--- src/rtl/pulse_measure_pkg.sv ---
// Shared types and helpers for the pulse width measurement block.
// Latency: none (types, constants and a constant function only).
// Backpressure: not applicable.
package pulse_measure_pkg;

    typedef enum logic [1:0] {
        ARM     = 2'd0,
        IDLE    = 2'd1,
        MEASURE = 2'd2
    } state_t;

    localparam int DROP_CNT_W = 8;

    // Largest value a counter of cnt_w bits can hold.
    function automatic logic [31:0] sat_value(input int unsigned cnt_w);
        if (cnt_w >= 32) begin
            return 32'hFFFF_FFFF;
        end
        return (32'd1 << cnt_w) - 32'd1;
    endfunction

endpackage

--- src/rtl/sync_bit.sv ---
// Multi-flop synchronizer for one asynchronous bit, resets to 0.
// Latency: STAGES clk cycles from d to q.
// Backpressure: none; samples every cycle.
module sync_bit #(
    parameter int STAGES = 2
) (
    input  logic clk,
    input  logic rst_n,
    input  logic d,
    output logic q
);

    logic [STAGES-1:0] chain;

    // Shift the asynchronous input through the flop chain.
    always_ff @(posedge clk or negedge rst_n) begin
        if (!rst_n) begin
            chain <= '0;
        end else begin
            chain <= {chain[STAGES-2:0], d};
        end
    end

    assign q = chain[STAGES-1];

endmodule

--- src/rtl/pulse_measure.sv ---
// Measures high pulses on async i_x in clk cycles, rejects glitches, optional drop counter (PULSE_MEASURE_DROP_CNT_EN).
// Latency: o_valid rises SYNC_STAGES edges after the first edge sampling i_x low.
// Backpressure: one-deep output; a result arriving while a held result is stalled is discarded with an o_drop strobe.
module pulse_measure
    import pulse_measure_pkg::*;
#(
    parameter int CNT_W       = 16,
    parameter int MIN_WIDTH   = 2,
    parameter int SYNC_STAGES = 2
) (
    input  logic             clk,
    input  logic             i_reset_n,
    input  logic             i_x,
    input  logic             i_ready,
    output logic             o_valid,
    output logic [CNT_W-1:0] o_width,
    output logic             o_overflow,
    output logic             o_drop
`ifdef PULSE_MEASURE_DROP_CNT_EN
    ,
    output logic [DROP_CNT_W-1:0] o_drop_cnt
`endif
);

    localparam logic [CNT_W-1:0] CNT_MAX = CNT_W'(sat_value(CNT_W));
    localparam logic [CNT_W-1:0] MIN_CNT = CNT_W'(MIN_WIDTH);

    logic                   s;
    logic [SYNC_STAGES-1:0] fill;
    state_t                 state;
    logic [CNT_W-1:0]       cnt;
    logic                   res_vld;
    logic                   drop_now;

    sync_bit #(
        .STAGES (SYNC_STAGES)
    ) u_sync (
        .clk   (clk),
        .rst_n (i_reset_n),
        .d     (i_x),
        .q     (s)
    );

    // The synchronizer shows its reset value until it has been refilled; track when s is trustworthy.
    always_ff @(posedge clk or negedge i_reset_n) begin
        if (!i_reset_n) begin
            fill <= '0;
        end else begin
            fill <= {fill[SYNC_STAGES-2:0], 1'b1};
        end
    end

    // A measurement ends on the first low of s; only widths at or above the minimum produce a result.
    always_comb begin
        res_vld  = (state == MEASURE) && !s && (cnt >= MIN_CNT);
        drop_now = res_vld && o_valid && !i_ready;
    end

    // Arm / idle / measure sequencing with a saturating width counter.
    always_ff @(posedge clk or negedge i_reset_n) begin
        if (!i_reset_n) begin
            state <= ARM;
            cnt   <= '0;
        end else begin
            case (state)
                ARM: begin
                    if (fill[SYNC_STAGES-1] && !s) begin
                        state <= IDLE;
                    end
                end
                IDLE: begin
                    if (s) begin
                        state <= MEASURE;
                        cnt   <= CNT_W'(1);
                    end
                end
                MEASURE: begin
                    if (s) begin
                        if (cnt != CNT_MAX) begin
                            cnt <= cnt + 1'b1;
                        end
                    end else begin
                        state <= IDLE;
                    end
                end
                default: begin
                    state <= ARM;
                end
            endcase
        end
    end

    // One-entry output register with valid/ready handshake and drop strobe.
    always_ff @(posedge clk or negedge i_reset_n) begin
        if (!i_reset_n) begin
            o_valid    <= 1'b0;
            o_width    <= '0;
            o_overflow <= 1'b0;
            o_drop     <= 1'b0;
        end else begin
            o_drop <= drop_now;
            if (res_vld && (!o_valid || i_ready)) begin
                o_valid    <= 1'b1;
                o_width    <= cnt;
                o_overflow <= (cnt == CNT_MAX);
            end else if (o_valid && i_ready) begin
                o_valid <= 1'b0;
            end
        end
    end

`ifdef PULSE_MEASURE_DROP_CNT_EN
    // Saturating count of discarded results, counted on the edge that raises o_drop.
    always_ff @(posedge clk or negedge i_reset_n) begin
        if (!i_reset_n) begin
            o_drop_cnt <= '0;
        end else if (drop_now && (o_drop_cnt != '1)) begin
            o_drop_cnt <= o_drop_cnt + 1'b1;
        end
    end
`endif

endmodule

--- config.mk ---
export PLATFORM = sky130hd
export DESIGN_NAME = pulse_measure
export DESIGN_NICKNAME = d
export VERILOG_FILES = /design/src/rtl/pulse_measure_pkg.sv /design/src/rtl/sync_bit.sv /design/src/rtl/pulse_measure.sv
export SDC_FILE = /design/constraint.sdc
export NUM_CORES = 1
export LEC_CHECK = 0
export CAP_MARGIN = 10
export CORE_AREA = 2 2 62 76
export DETAILED_ROUTE_END_ITERATION = 6
export DIE_AREA = 0 0 64 78
export PLACE_DENSITY = 0.68
export SYNTH_ARGS = -nofsm -noshare
export SYNTH_HDL_FRONTEND = slang
export SYNTH_SLANG_ARGS = --single-unit
--- constraint.sdc ---
create_clock -name clk -period 2.2 [get_ports clk]
set_clock_uncertainty 0.05 [all_clocks]
set_input_delay 0.55 -clock clk [delete_from_list [all_inputs] [get_ports clk]]
set_output_delay 0.55 -clock clk [all_outputs]
set_load 0.03 [all_outputs]
# Word-level counts from Yosys, hierarchy flattened
# Cells that the tools add are included.
[classes]
n_reduce_logical = 16
n_eq_ne = 9
n_mux = 10
n_lt_le_gt_ge = 1
n_addsub = 1
[ops]
columns = ["cell", "n"]
rows = [
  ["$mux 16", 3],
  ["$pmux 16 s2", 1],
  ["$add 16x1->16 const B", 1],
  ["$eq 16x16->1 const B", 1],
  ["$ge 16x2->1 const B", 1],
  ["$ne 16x16->1 const B", 1],
  ["$logic_and 1x1->1", 7],
  ["$mux 2", 3],
  ["$ne 2x1->1 const B", 3],
  ["$pmux 2 s3", 1],
  ["$ne 2x2->1 const B", 2],
  ["$reduce_and 4->1", 1],
  ["$reduce_bool 2->1", 2],
  ["$logic_not 1->1", 3],
  ["$reduce_and 3->1", 1],
  ["$eq 2x1->1 const B", 1],
  ["$eq 2x2->1 const B", 1],
  ["$logic_not 2->1", 1],
  ["$mux 1", 2],
  ["$logic_or 1x1->1", 1],
]
[totals]
output_inout_bits = 19
inputBits = 4
regBits = 41

# Depth between registers and ports, before layout
# Gate-level depths: netlist of run 1.
[logic_depth]
ltp_word = 5
ltp_mapped = 8
mapped_depth_nobuf = 7

# Cells and area by module
# Synthesis of run 1 repeated with hierarchy kept, for this count alone.
[hier_totals]
cells_unflattened = 169
area_unflattened_um2 = 1976.9
[modules_own_cells]
columns = ["mod", "n_inst", "area_each_um2", "cells_each"]
rows = [
  ["pulse_measure", 1, 1926.8, 167],
  ["sync_bit", 1, 50.0, 2],
]

# Worst setup path after synthesis of run 1
# No wires, ideal clock.
[synth_path]
kind = "flip-flop to flip-flop"
startpoint = "register cnt[0]"
endpoint = "register o_width[10]"
required_ns = 2.025
setup_ns = 0.125
arrival_ns = 1.591
path_slack_ns = 0.435
n_path_buf = 1
stages_incl_launch_ff = 8
cell_sequence = "dfrtp_1 inv_1 ha_1 nor4_1 nand4_1 nand3_1 buf_2 mux2_2"
[synth_between]
elab_chain_cells = 3
[synth_rtl]
columns = ["item", "line_no", "rtl"]
rows = [
  ["from (decl)", "pulse_measure.sv:31", "logic [CNT_W-1:0] cnt;"],
  ["from (signal assigned)", "pulse_measure.sv:80", "cnt <= cnt + 1'b1;"],
  ["$ge 16x2->1", "pulse_measure.sv:55", "res_vld = (state == MEASURE) && !s && (cnt >= MIN_CNT);"],
  ["$logic_and 1x1->1", "pulse_measure.sv:55", ""],
  ["$logic_and 1x1->1", "pulse_measure.sv:102", "if (res_vld && (!o_valid || i_ready)) begin"],
  ["to (signal assigned)", "pulse_measure.sv:104", "o_width <= cnt;"],
  ["to (decl)", "pulse_measure.sv:16", "output logic [CNT_W-1:0] o_width,"],
]
# Every way passes these cells.
# A chain may end at the register's enable or synchronous reset.

# Worst setup path after layout of run 1
[layout_path]
startpoint = "register cnt[1]"
endpoint = "register cnt[14]"
[layout_between]
elab_chain_cells = 4
elab_cells_between_ends = 7
[layout_rtl]
columns = ["item", "line_no", "rtl"]
rows = [
  ["$add 16x1->16", "pulse_measure.sv:80", ""],
  ["$mux 16", "pulse_measure.sv:79", "if (cnt != CNT_MAX) begin"],
  ["$mux 16", "pulse_measure.sv:78", "if (s) begin"],
  ["$pmux 16 s2", "pulse_measure.sv:65", "case (state)"],
]
# Parallel ways exist; a longest one is shown, timed or not. The select of a mux whose other input is x is not followed.

==> results of run 1 <==
[state kept, by name, indices dropped and copies added, names as in the netlist]
| register | cells |
|---|---|
| o_valid | 1 |
| cnt | 16 |
| o_width | 16 |
| o_drop | 1 |
| fill | 2 |
| state | 2 |
| u_sync.chain | 2 |
| o_overflow | 1 |
[cells by family after synthesis]
group                    Yosys count  synth area share [%]
AO/OA/AOI/OAI                     23                  8.56
XOR/XNOR                           9                  4.28
adder cells (fa/ha/maj)            2                  1.36
buffers and inverters             12                  3.13
flip-flops                        41                  55.7
multiplexers                      13                  7.95
other                              1                 0.204
AND/OR/NAND/NOR                   61                  18.8
[area by class of cell]
type                    count  area share [%]
clock inverters             1           0.225
inverters                   5           0.843
well taps                  56            3.15
clock buffers               7            4.33
repair buffers             27            11.3
flip-flops and latches     41            46.1
multi-input cells         109            34.0
[power breakdown]
group / leakage, nW / switching, mW / internal, mW
Combinational: 0.389 / 0.151 / 0.0987
Sequential: 0.555 / 0.0527 / 0.803
Clock: 0.0542 / 0.243 / 0.283
[path summary, 6_finish.rpt]
check / startpoint / to / slack (ns) / cells after the start
max: cnt[1] / cnt[14] / 0.24 / 6
min: i_reset_n / o_width[15] / 0.26 / 2
max reg2reg: cnt[1] / cnt[14] / 0.24 / 6
min reg2reg: fill[0] / fill[1] / 0.31 / 0
max in group asynchronous: i_reset_n / u_sync.chain[1] / 1.50 / 2
min in group clk: fill[0] / fill[1] / 0.31 / 0
[metal layers]
layer / vias up / GRT usage [%]
met5: - / 0
met4: 0 / 7.83
met3: 5 / 3.04
met2: 30 / 26.9
met1: 665 / 20.4
li1: 626 / -
[critical path: cells and delay by family (launching register included)]
family,cells,cell delay (ns)
AND/OR/NAND/NOR,4,0.89
XOR/XNOR,1,0.17
adder cells (fa/ha/maj),1,0.26
flip-flops,1,0.47
[per-stage QoR]
stage                     std cells  power, mW
final                           246       1.63
after global routing            246       1.72
after CTS                       246       1.65
after detailed placement        238       1.12
after global placement          238       1.11
after floorplan                 162       1.02
[cell usage in the layout, fill, tap and decap left out, drive strengths merged, types with 3 or more instances in the layout]
cell type	instances
a2111oi	3
a211oi	3
a21oi	5
buf	6
clkbuf	7
clkdlybuf4s50	21
dfrtp	41
inv	5
mux2	13
nand2	12
nand3	7
nand4	5
nor2	12
nor3	3
nor4	5
o21ai	8
or3	4
xnor2	7
==> results.toml, run 1 <==
[run_status]
status = "finished, final reports clean"

[grt]
track_usage_pct = 16.3
grt-ovfl-total = 0
grt_antenna_before_repair = 0
grt_start_max_net_pins = 42
grt_pass1_wl_microns = 6330
grt_pass1_vias = 1362

[worst_setup_path]
cpMaxStageDelayCell = "dfrtp_1"
cpMostUsedCell = "nor2_1"
crit_type = "reg -> reg"
cpPeakStageDelay_ns = 0.47
cp_data_arrival_time_ns = 2.09
critPathLaunchType = "register"
critPathRequiredTime_ns = 2.33
path_cells = "ha_1 -> nand4_1 -> nor2_1 -> nor4b_1 -> xnor2_1 -> nor2_1"
cp_max_fo = 7
end_kind = "register"

[yosys]
synthesis.area_sq_mm = 0.00184
ys_top_cells_by_area = "dfrtp_1 (56%), mux2_2 (7.9%), xnor2_1 (3.3%)"
seq_area_frac_synth_pct = 55.7
avgSynthCellArea_sq_um = 11.4
ys_types = 38
synthFlopType = "dfrtp_1"
synth_edf_count = 0
netlist_instances = 162
netlist.area_leader.share_pct = 55.7
synthArstFlopShare_pct = 100
ys_top_cells_by_count = "dfrtp_1 (41), mux2_2 (13), nand2_1 (12), nor2_1 (12), o21ai_0 (8)"
yosys.area.top_type = "dfrtp_1"
synth_nets = 168
synthMostInstantiatedCell = "dfrtp_1"
yosys_warnings = 0
ys_ff_latch = 41

[placement]
io_buffers = 22
place.gp.congestion = 0.934
post-place-ws_ns = 0.222
hpwl_microns = 2590
dpl_cell_area_sq_mm = 0.00213

[cts]
cts-root-buf = "clkbuf_8"
cts-buffers-inserted = 5
holdBufCountCts = 0
postCtsSetupRepairBufs = 0
h-tree-depth = 2
numClockSinks = 41
cts_resized = 0
tritoncts = "yes"
insertion_delay_ns = 0.29
clk_pin_slew_worst_paths_ns = 0.07
cts_buffer_depth = 2

[routing]
firstDrtPassIters = 4
ant_nets = 0
vias = 1326
wl_met2_microns = 1860
drt_wl_total_microns = 3600
routed_via_density = 5.39
drc = 0
top_layer = "met4"
drt_iter0_drc = 44
routedWlPerCell_microns = 14.6
wl_met3_microns = 116
drt-met1-wl_microns = 1550

[sta]
slew_headroom_pct = 66.6
tightest_slew_ns = 0.501
period_share_pct = 89.0
rsz0062_at_grt = "false"
setup_viol = 0
layout_min_cycle_time_ns = 1.96
setup_tns_ns = 0
drv_slew = 0
holdWs_ns = 0.262
setup_ws_ns = 0.242
fmax_ghz = 0.511
hold_viol = 0

[layout]
design_area_sq_mm = 0.00223
drive_gt1_share_pct = 16.8
fin_util_pct = 53.1
seq_area_sq_mm = 0.00103
area_growth_pct = 20.9
diodes = 0
nNetsFinal = 195
fillers = 360
multiInputGateArea_sq_um = 758

[power_and_ir_drop]
pwr_density_cell_mw_per_mm2 = 732
ir_worst_vdd_v = 0.000417
total_leakage_power_nw = 0.998

[floorplanning]
rows = 26
die_area_sq_mm = 0.00499
start_util_pct = 43.9
ios = 23
core-area_sq_mm = 0.00420
dieWidth_microns = 64
fp.dieH_microns = 78

[run]
maxCapViolations = 0

[worst_hold_path]
holdCritPathClass = "in -> async"
(Power assumes the default switching activity.)
==> inputs of run 2 (changes only) <==
--- a/config.mk
+++ b/config.mk
@@ -6,10 +6,10 @@
 export NUM_CORES = 1
 export LEC_CHECK = 0
 export CAP_MARGIN = 10
-export CORE_AREA = 2 2 62 76
+export CORE_AREA = 2 2 65 80
 export DETAILED_ROUTE_END_ITERATION = 6
-export DIE_AREA = 0 0 64 78
-export PLACE_DENSITY = 0.68
+export DIE_AREA = 0 0 67 82
+export PLACE_DENSITY = 0.62
 export SYNTH_ARGS = -nofsm -noshare
 export SYNTH_HDL_FRONTEND = slang
 export SYNTH_SLANG_ARGS = --single-unit
==> results.toml, run 2 (synthesis results as in run 1) <==
[floorplanning]
fp.dieH_microns = 82
ios = 23
die_area_sq_mm = 0.00549
core-area_sq_mm = 0.00476
start_util_pct = 38.7
dieWidth_microns = 67
rows = 28

[routing]
firstDrtPassIters = 4
drt_wl_total_microns = 3510
routedWlPerCell_microns = 14.2
vias = 1289
drc = 0
ant_nets = 0
drt_iter0_drc = 44
routed_via_density = 5.22

[cts]
cts-root-buf = "clkbuf_8"
postCtsSetupRepairBufs = 0
holdBufCountCts = 0
cts-buffers-inserted = 5
clk_pin_slew_worst_paths_ns = 0.07
insertion_delay_ns = 0.29
h-tree-depth = 2
cts_buffer_depth = 2
numClockSinks = 41
tritoncts = "yes"

[power_and_ir_drop]
pwr_density_cell_mw_per_mm2 = 716
total_leakage_power_nw = 0.986
ir_worst_vdd_v = 0.000464
finalPower_mw = 1.59

[worst_setup_path]
cpMaxStageDelayCell = "nor4_4"
path_cells = "nand2b_1 -> nor4_4 -> a211oi_2 -> a311oi_1 -> a41o_1"
critPathLaunchType = "register"
cp_max_fo = 10
cpPeakStageDelay_ns = 0.57
end_kind = "register"
critPathRequiredTime_ns = 2.37
crit_type = "reg -> reg"
cp_data_arrival_time_ns = 2.16

[grt]
grt_pass1_vias = 1282
track_usage_pct = 14.3
grt_pass1_wl_microns = 5850
grt_start_max_net_pins = 42
grt_antenna_before_repair = 0
grt-ovfl-total = 0

[worst_hold_path]
holdCritPathClass = "in -> async"

[layout]
design_area_sq_mm = 0.00222
final_cells = 247
layout_common_cells = "dfrtp_1 (41), clkdlybuf4s50_1 (21), mux2_2 (13), nor2_1 (12), nand2_1 (12)"
diodes = 0
fillers = 463
final_common_cell = "dfrtp_1"
drive_gt1_share_pct = 15.5
nNetsFinal = 193
fin_util_pct = 46.6
reg_top3 = "cnt x16, o_width x16"
area_growth_pct = 20.6

[placement]
io_buffers = 22
dpl_cell_area_sq_mm = 0.00213
place.gp.congestion = 0.832
post-place-ws_ns = 0.170
hpwl_microns = 2540
dp_cells = 240

[sta]
tightest_slew_ns = 0.558
setup_tns_ns = 0
period_share_pct = 90.4
setup_viol = 0
layout_min_cycle_time_ns = 1.99
holdWs_ns = 0.270
drv_slew = 0
hold_viol = 0
rsz0062_at_grt = "false"
slew_headroom_pct = 62.5
fmax_ghz = 0.503
setup_ws_ns = 0.211

[run_status]
status = "finished, final reports clean"

[run]
maxCapViolations = 0
==> run 2: worst paths after layout <==
kind / startpoint / slack [ns] / cells past startpoint / end
setup reg to reg: state[0] / 0.21 / 5 / cnt[7]
setup / recovery: state[0] / 0.21 / 5 / cnt[7]
hold / removal: i_reset_n / 0.27 / 2 / cnt[2]
min in group clk: fill[0] / 0.30 / 0 / fill[1]
max in group asynchronous: i_reset_n / 1.48 / 2 / o_width[12]
hold reg to reg: fill[0] / 0.30 / 0 / fill[1]
==> run 2: critical path: cells and delay by family, from the launching register on <==
kind	cells	cell delay, ns
and+or+nand+nor	2	0.82
AOI/OAI and AO/OA	3	0.63
DFF	1	0.42
==> run 2: area by class of cell <==
type,count,area [sq um],area share [%]
Multi-Input combinational cell,109,764,34.4
Inverter,5,18.8,0.845
Clock buffer,7,86.3,3.89
Tap cell,60,75.1,3.38
Timing Repair Buffer,25,250,11.3
Sequential cell,41,1030,46.2
==> run 2: what timing repair did <==
| action | in CTS | in global routing |
|---|---|---|
| endpoints found under the setup margin | 0 | 11 |
| gates resized for setup | 0 | 1 |
| hold endpoints to repair | 0 | 0 |
==> run 2: routing by layer <==
layer	share of wire [%]	track usage, %	routed length [microns]	up-vias
met5	0	0	0	-
met3	3.2	3.56	113	5
met1	45	17.3	1570	634
met4	1.6	4.90	55	0
li1	-	-	-	627
met2	51	24.7	1780	23
==> run 2: where the power goes <==
part	internal (mW)	switching, mW
sequential	0.803	0.0517
combinational	0.100	0.153
clock	0.249	0.233
